**src/rtl/fifo_wr_arbiter_if.sv**
```systemverilog
// Write-port bundle between the byte producers, the arbiter and the FIFO.
// master = arbiter side, slave = requester/FIFO side.
interface fifo_wr_arbiter_if #(
    parameter int NREQ = 3,
    parameter int DW   = 8
);
    logic [NREQ-1:0]    req;
    logic [NREQ*DW-1:0] din;
    logic [NREQ-1:0]    gnt;
    logic               wr_fifo;
    logic [DW-1:0]      to_fifo_data;

    modport master (
        input  req,
        input  din,
        output gnt,
        output wr_fifo,
        output to_fifo_data
    );

    modport slave (
        output req,
        output din,
        input  gnt,
        input  wr_fifo,
        input  to_fifo_data
    );
endinterface

```
**src/rtl/fifo_wr_arbiter.sv**
```systemverilog
// Round-robin write arbiter for the 4-deep byte FIFO.
// Credit counter stands in for the missing FIFO full flag.
module fifo_wr_arbiter #(
    parameter int NREQ  = 3,
    parameter int DEPTH = 4,
    parameter int DW    = 8
) (
    input  logic              clk_50,
    input  logic              reset_n,
    fifo_wr_arbiter_if.master bus,
    input  logic              rd_toggle,
    output logic [2:0]        credits,
    output logic              credit_err,
    output logic              busy
);

    localparam int PW = (NREQ > 1) ? $clog2(NREQ) : 1;

    typedef enum logic [1:0] {
        ST_IDLE,
        ST_WRITE,
        ST_GAP
    } state_t;

    state_t          r_state;
    state_t          w_state_nxt;
    logic [PW-1:0]   r_rr_ptr;
    logic [PW-1:0]   r_winner;
    logic [PW-1:0]   w_win_idx;
    logic [PW-1:0]   w_idx;
    logic [PW:0]     w_sum;
    logic            w_found;
    logic            w_capture;
    logic            w_ret;
    logic            r_sync1;
    logic            r_sync2;
    logic            r_sync3;
    logic [DW-1:0]   r_data;
    logic [2:0]      r_credits;
    logic            r_credit_err;
    logic            w_wr;
    logic [NREQ-1:0] w_gnt;

    // Two-flop synchroniser for the reader toggle, third flop for edge detect
    always_ff @(posedge clk_50 or negedge reset_n) begin
        if (!reset_n) begin
            r_sync1 <= 1'b0;
            r_sync2 <= 1'b0;
            r_sync3 <= 1'b0;
        end else begin
            r_sync1 <= rd_toggle;
            r_sync2 <= r_sync1;
            r_sync3 <= r_sync2;
        end
    end

    assign w_ret = r_sync2 ^ r_sync3;

    // Search from rr_ptr upward with wrap; lowest offset that is requesting wins
    always_comb begin
        w_found   = 1'b0;
        w_win_idx = '0;
        w_sum     = '0;
        w_idx     = '0;
        for (int k = NREQ - 1; k >= 0; k--) begin
            w_sum = {1'b0, r_rr_ptr} + (PW + 1)'(k);
            if (w_sum >= (PW + 1)'(NREQ)) begin
                w_sum = w_sum - (PW + 1)'(NREQ);
            end
            w_idx = w_sum[PW-1:0];
            if (bus.req[w_idx]) begin
                w_found   = 1'b1;
                w_win_idx = w_idx;
            end
        end
    end

    assign w_capture = (r_state == ST_IDLE) && w_found && (r_credits != 3'd0);

    // FSM state register
    always_ff @(posedge clk_50 or negedge reset_n) begin
        if (!reset_n) begin
            r_state <= ST_IDLE;
        end else begin
            r_state <= w_state_nxt;
        end
    end

    // Next state and strobes; a write is always followed by a GAP cycle
    always_comb begin
        w_state_nxt = r_state;
        w_wr        = 1'b0;
        w_gnt       = '0;
        unique case (r_state)
            ST_IDLE: begin
                if (w_capture) begin
                    w_state_nxt = ST_WRITE;
                end
            end
            ST_WRITE: begin
                w_state_nxt     = ST_GAP;
                w_wr            = 1'b1;
                w_gnt[r_winner] = 1'b1;
            end
            ST_GAP: begin
                w_state_nxt = ST_IDLE;
            end
            default: begin
                w_state_nxt = ST_IDLE;
            end
        endcase
    end

    // Capture winner, its byte and advance the round-robin pointer
    always_ff @(posedge clk_50 or negedge reset_n) begin
        if (!reset_n) begin
            r_rr_ptr <= '0;
            r_winner <= '0;
            r_data   <= '0;
        end else if (w_capture) begin
            r_winner <= w_win_idx;
            r_data   <= bus.din[w_win_idx*DW +: DW];
            r_rr_ptr <= (w_win_idx == PW'(NREQ - 1)) ? '0 : w_win_idx + 1'b1;
        end
    end

    // Credit count: capture spends one, return gives one back, both cancel
    always_ff @(posedge clk_50 or negedge reset_n) begin
        if (!reset_n) begin
            r_credits    <= 3'(DEPTH);
            r_credit_err <= 1'b0;
        end else begin
            case ({w_capture, w_ret})
                2'b10: r_credits <= r_credits - 3'd1;
                2'b01: begin
                    if (r_credits == 3'(DEPTH)) begin
                        r_credit_err <= 1'b1;
                    end else begin
                        r_credits <= r_credits + 3'd1;
                    end
                end
                default: r_credits <= r_credits;
            endcase
        end
    end

    assign bus.wr_fifo      = w_wr;
    assign bus.gnt          = w_gnt;
    assign bus.to_fifo_data = r_data;
    assign credits          = r_credits;
    assign credit_err       = r_credit_err;
    assign busy             = (r_state != ST_IDLE);

endmodule

```
**src/flat_wrapper.sv**
```systemverilog
// flat-port wrapper written by rule: the top's interface ports become plain ports
module fifo_wr_arbiter_flat 
#(
    parameter int NREQ  = 3,
    parameter int DEPTH = 4,
    parameter int DW    = 8
)
  (clk_50, reset_n, rd_toggle, credits, credit_err, busy, bus_req, bus_din, bus_gnt, bus_wr_fifo, bus_to_fifo_data);
  fifo_wr_arbiter_if #(.NREQ(NREQ), .DW(DW)) bus_i ();
  input  logic clk_50;
  input  logic reset_n;
  input  logic rd_toggle;
  output logic [2:0] credits;
  output logic credit_err;
  output logic busy;
  input wire logic [$bits(bus_i.req)-1:0] bus_req;
  input wire logic [$bits(bus_i.din)-1:0] bus_din;
  output wire logic [$bits(bus_i.gnt)-1:0] bus_gnt;
  output wire logic [$bits(bus_i.wr_fifo)-1:0] bus_wr_fifo;
  output wire logic [$bits(bus_i.to_fifo_data)-1:0] bus_to_fifo_data;
  assign bus_i.req = bus_req;
  assign bus_i.din = bus_din;
  assign bus_gnt = bus_i.gnt;
  assign bus_wr_fifo = bus_i.wr_fifo;
  assign bus_to_fifo_data = bus_i.to_fifo_data;
  fifo_wr_arbiter #(.NREQ(NREQ), .DEPTH(DEPTH), .DW(DW)) u_core (.clk_50(clk_50), .reset_n(reset_n), .bus(bus_i), .rd_toggle(rd_toggle), .credits(credits), .credit_err(credit_err), .busy(busy));
endmodule
```
**config.mk**
```make
export PLATFORM = sky130hd
export DESIGN_NAME = fifo_wr_arbiter_flat
export DESIGN_NICKNAME = d
export VERILOG_FILES = /design/src/rtl/fifo_wr_arbiter_if.sv /design/src/rtl/fifo_wr_arbiter.sv /design/src/flat_wrapper.sv
export SDC_FILE = /design/constraint.sdc
export NUM_CORES = 1
export LEC_CHECK = 0
export CAP_MARGIN = 20
export CORE_MARGIN = 3
export CORE_UTILIZATION = 44
export CTS_CLUSTER_DIAMETER = 80
export DETAILED_ROUTE_END_ITERATION = 8
export HOLD_SLACK_MARGIN = 0.15
export PLACE_DENSITY = 0.78
export SYNTH_ARGS = -nofsm -noshare
export SYNTH_HDL_FRONTEND = slang
export SYNTH_SLANG_ARGS = --single-unit
```
**constraint.sdc**
```tcl
create_clock -name clk_50 -period 3.8 [get_ports clk_50]
set_clock_uncertainty 0.1 [all_clocks]
set_input_delay 0.76 -clock clk_50 [delete_from_list [all_inputs] [get_ports clk_50]]
set_output_delay 0.76 -clock clk_50 [all_outputs]
set_load 0.005 [all_outputs]
```
* Word level (Yosys, flattened, before mapping)
Cells that the tools add are included.
** Word-level totals
- Bits in registers :: 21
- Bits in latches :: 0
- RAM bits :: 0
- ROM bits :: 0
- Input port bits :: 30
- Output and inout bits :: 17
- Memories kept :: 0
** Operators by class
- $add $sub $neg :: 8
- Multipliers :: 0
- Div/mod/pow operators :: 0
- $lt $le $gt $ge :: 8
- Eq/ne operators :: 7
- Shifts and indexed selects :: 1
- Mux-type cells :: 24
- Bitwise operators :: 1
- Reductions and logical operators :: 9
** Operators by type and width (number)
- $shiftx A24 B6 Y8 :: 1
- $mux W2 :: 8
- $lt A2 B3 Y1 const B :: 4
- $mux W1 :: 8
- $bmux W1 S2 :: 3
- $ge A3 B2 Y1 const B :: 2
- $mux W3 :: 2
- $pmux W3 S2 :: 1
- $sub A2 B2 Y2 const B :: 3
- $eq A2 B1 Y1 const B :: 2
- $eq A2 B2 Y1 const B :: 2
- $pmux W2 S2 :: 1
- $reduce_and A2 Y1 :: 2
- $reduce_bool A2 Y1 :: 2
- $add A2 B1 Y3 const B :: 1
- $add A2 B2 Y3 const B :: 1
- $add A3 B1 Y3 const B :: 1
- $eq A3 B3 Y1 const B :: 1
- $logic_and A1 B1 Y1 :: 3
- $reduce_bool A3 Y1 :: 1
- $sub A3 B1 Y3 const B :: 1
- $add A2 B1 Y2 const B :: 1
- $demux W1 S2 :: 1
- $ge A2 B1 Y1 const B :: 1
- other kinds (5) :: 5

* Longest topological paths before layout
- Word-level depth :: 13
- Mapped depth :: 13
- Mapped depth without buffers :: 11

* Least setup slack after synthesis
OpenSTA, ideal clock, no wires.
- Kind :: register -> register
- Start :: register u_core.r_rr_ptr[1]
- End :: register u_core.r_credits[1], in the netlist u_core.credits[1]
- Library setup time :: 126 ps
- Arrival time :: 2702 ps
- Required time :: 3574 ps
- Slack :: 872 ps
- Cell stages (with the launch flop) :: 13
- Path buffers :: 2
- Period minus slack after synthesis :: 2928 ps
- Cell sequence :: dfrtp_1 -> inv_1 -> ha_1 -> buf_6 -> mux2_4 -> or2_0 -> a21oi_2 -> nor3_2 -> buf_6 -> nand2b_1 -> fa_1 -> or3_1 -> o311a_1
** Between the ends
- Longest elaborated chain between the ends :: 13
- Elaborated cells on any way between the ends :: 28
** RTL lines
- start: declaration :: RTL line fifo_wr_arbiter.sv:27 : logic [PW-1:0] r_rr_ptr;
- start signal: assignment :: RTL line fifo_wr_arbiter.sv:123 : r_rr_ptr <= (w_win_idx == PW'(NREQ - 1)) ? '0 : w_win_idx + 1'b1;
- $add A2 B2 Y3 :: RTL line fifo_wr_arbiter.sv:66 : w_sum = {1'b0, r_rr_ptr} + (PW + 1)'(k);
- $ge A3 B2 Y1 or $sub A2 B2 Y2 (tied branches) :: RTL line fifo_wr_arbiter.sv:67, fifo_wr_arbiter.sv:68
- $mux W2 :: RTL line fifo_wr_arbiter.sv:67 : if (w_sum >= (PW + 1)'(NREQ)) begin
- $bmux W1 S2 :: RTL line fifo_wr_arbiter.sv:71 : if (bus.req[w_idx]) begin
- $mux W1 (not written as such) :: RTL line fifo_wr_arbiter.sv:71
- $mux W1 (2 in a row) :: RTL line fifo_wr_arbiter.sv:71
- $mux W1 (*) :: RTL line fifo_wr_arbiter.sv:71
- $logic_and A1 B1 Y1 (*) (2 in a row) :: RTL line fifo_wr_arbiter.sv:78 : assign w_capture = (r_state == ST_IDLE) && w_found && (r_credits != 3'd0);
- $eq A2 B1 Y1 or $eq A2 B2 Y1 (tied branches) :: RTL line fifo_wr_arbiter.sv:133 : case ({w_capture, w_ret})
- $ne A2 B2 Y1 (no source line) or $reduce_bool A2 Y1 (tied branches)
- $reduce_and A2 Y1 (no source line)
- end signal: assignment :: RTL line fifo_wr_arbiter.sv:130 : r_credits <= 3'(DEPTH);
- end signal: assignment :: RTL line fifo_wr_arbiter.sv:134 : 2'b10: r_credits <= r_credits - 3'd1;
- end signal: assignment :: RTL line fifo_wr_arbiter.sv:139 : r_credits <= r_credits + 3'd1;
- end: declaration :: RTL line fifo_wr_arbiter.sv:39 : logic [2:0] r_credits;
Every way passes the cells marked *; elsewhere a longest branch is shown, timed or not. The select of a mux whose other input is x is not followed.
A chain may end at the register's enable or synchronous reset.

* Worst setup path after layout
Ends and elaborated chain as after synthesis.

==> metrics.cfg <==
[logic_synthesis]
syn-num-nets = 166
async_reset_ff_share_pct = 100
syn-mean-instance-area_um2 = 9.85
yosysSeqAreaShare_pct = 40.8
ys_warn_count = 0
synth_cell_type_count = 43
synth_top_flop_cell = dfrtp_1
ys_ff_latch = 21
syn_area_um2 = 1290
synth_edf_count = 0
syn_inst = 131

[cts]
numCtsBuffers = 3
clockRootBuffer = clkbuf_4
clk-insertion-delay-late_ps = 310
htree_levels = 1
cts.path.max_buffers = 2
cts_tree = built
post_cts_buffers = 0
clkTransAtPathRegs_ps = 120
cts_sinks = 21
post_cts_resized = 0
holdBufCountCts = 0

[global_routing]
track_usage_pct = 18.5
grt_overflow = 0
grt_max_degree = 31
grt_pass1_wl_um = 4960
antenna_found_initial = 0
first_global_vias = 1172

[routing]
ant_nets = 0
vias = 1174
wl_um = 3050
drt_iter0_markers = 66
vias_per_cell = 5.67
post-route-drc-count = 0
wl_per_cell_um = 14.7
first_pass_iters = 4

[job]
maxCapViolations = 0

[timing]
hold_viol_final = 0
rsz0062_at_grt = false
finalCritPeriodShare_pct = 80.7
worst_pin_slew_ps = 941
timing.final.ws_setup_ps = 732
final_max_slew_viol_count = 0
fmax_ghz = 0.326
fin_setup_tns_ps = 0
setup_viol = 0
period_minus_slack_ps = 3070
slew_headroom_pct = 37.1
holdWs_ps = 269

[power_and_ir_drop]
internal_power_uw = 852
p_leak_nw = 0.718
p_sw_share_pct = 42.3
power_frac_clock_pct = 7.7
power_density_nw_per_um2 = 830
pwr-share-seq_pct = 27.9
peakVddDrop_mv = 0.746
comb_power_share_pct = 64.3
p_switching_uw = 624

[setup_path]
worstPathMaxFanout = 7
r2r.worst_path.cells = 10
cp-start-kind = flip-flop
critPathSlowestCell = fa_1
slowest_delay_ps = 460
crit_chain = inv_1 -> ha_1 -> mux2i_1 -> o221ai_1 -> a21oi_2 -> nor3_4 -> nand2b_1 -> fa_1 -> or3_1 -> o311a_1
critical_path_class = flip-flop to flip-flop
critPathArrivalTime_ps = 3180
end_kind = flip-flop
required_ps = 3910

[floorplanning]
die_area_um2 = 3620
num_rows = 19
die_h_um = 60.1
start_util_pct = 46.4
fp.dieW_um = 60.1
io_pins = 47
core_area_um2 = 2780

[place]
place_congestion = 0.792
portBuffers = 46
post-dp-hpwl_um = 2370
dp_worst_setup_slack_ps = 431

[final_layout]
fill_cells = 232
fin_nets = 212
layout_common_cells = clkdlybuf4s50_1 (46), dfrtp_1 (20), nand2_1 (15)
antenna_cells = 0
syn2layout_area_growth_pct = 37.9
drive_above_1_share_pct = 7.95
final_common_cell = clkdlybuf4s50_1

[min_path]
min_path_type = flip-flop to flip-flop
hold_path_depth = 0

[run_status]
outcome = finished clean

[routing by layer]
layer  part of all wire [%]  GRT usage, %
met5                      0             0
met3                    8.6          5.83
met4                    1.3          5.70
met2                     52          34.7
met1                     38          19.1
[critical path, delay by kind of cell (launching register included)]
family	cells	cell delay [ps]
AO/OA/AOI/OAI	3	580
adder cells (fa/ha/maj)	2	790
buffers and inverters	1	100
flip-flops	1	420
multiplexers	1	360
AND/OR/NAND/NOR	3	610
[metrics by stage]
| stage | power [mW] | utilization [%] | cell area (µm²) | std cells |
|---|---|---|---|---|
| after floorplan | 1.07 | - | 1290 | 131 |
| after global placement | 1.32 | 63.0 | 1750 | 203 |
| after detailed placement | 1.37 | 63.0 | 1750 | 203 |
| after CTS | 1.48 | 64.0 | 1780 | 207 |
| after global routing | 1.61 | 64.0 | 1780 | 207 |
| final | 1.48 | 64.0 | 1780 | 207 |
[Yosys cell counts (all sizes together) (2+ instances only)]
cell type | instances | area, µm²
nor3 | 4 | 30.0
o221ai | 2 | 17.5
nor2 | 12 | 52.6
a21oi | 3 | 18.8
a31oi | 6 | 37.5
ha | 4 | 50.1
buf | 6 | 55.1
nand3 | 2 | 10.0
mux2 | 6 | 71.3
nand2 | 15 | 56.3
inv | 7 | 26.3
nor2b | 2 | 12.5
nor4b | 2 | 17.5
nand2b | 2 | 12.5
dfrtp | 20 | 500
a22oi | 6 | 45.0
o21ai | 4 | 20.0
or2 | 2 | 12.5
or3 | 2 | 12.5
mux2i | 5 | 50.1
nor3b | 4 | 30.0
[registers in the layout, indices dropped and copies added (netlist names)]
register and flops:
u_core.bus.to_fifo_data 8, u_core.credit_err 1, u_core.credits 3, u_core.r_rr_ptr 2, u_core.r_state 2, u_core.r_sync1 1, u_core.r_sync2 1, u_core.r_sync3 1
u_core.r_winner 2
[power by group through the flow]
stage / clock [mW] / sequential [mW] / combinational, mW
2_1_floorplan: 0 / 0.409 / 0.665
3_3_place_gp: 0 / 0.413 / 0.911
3_5_place_dp: 0 / 0.420 / 0.948
4_1_cts: 0.115 / 0.415 / 0.954
5_1_grt: 0.123 / 0.432 / 1.06
6_report: 0.114 / 0.413 / 0.950
[cells by family after synthesis]
family / count (synthesis) / synth area share [%]
AO/OA/AOI/OAI: 28 / 15.6
adder cells (fa/ha/maj): 5 / 5.43
buffers and inverters: 14 / 6.60
AND/OR/NAND/NOR: 50 / 20.8
XOR/XNOR: 2 / 1.36
multiplexers: 11 / 9.41
flip-flops: 21 / 40.8
[path summary, 6_finish.rpt]
path | start | end | slack (ps)
min | u_core.r_sync1 | u_core.r_sync2 | 270
max | u_core.r_rr_ptr[1] | u_core.credits[1] | 730
min in group asynchronous | reset_n | u_core.credits[0] | 850
max reg2reg | u_core.r_rr_ptr[1] | u_core.credits[1] | 730
min reg2reg | u_core.r_sync1 | u_core.r_sync2 | 270
max in group asynchronous | reset_n | u_core.credits[1] | 2180
[final cells by class]
cell class	count	area (µm²)	share of cell area [%]
flip-flops and latches	21	527	29.6
inverters	7	26.3	1.48
clock buffers	3	22.5	1.27
multi-input cells	96	684	38.5
clock inverters	1	5.00	0.281
repair buffers	48	475	26.7
well taps	31	38.8	2.18
Note: power is estimated with default switching activity, not from simulation.
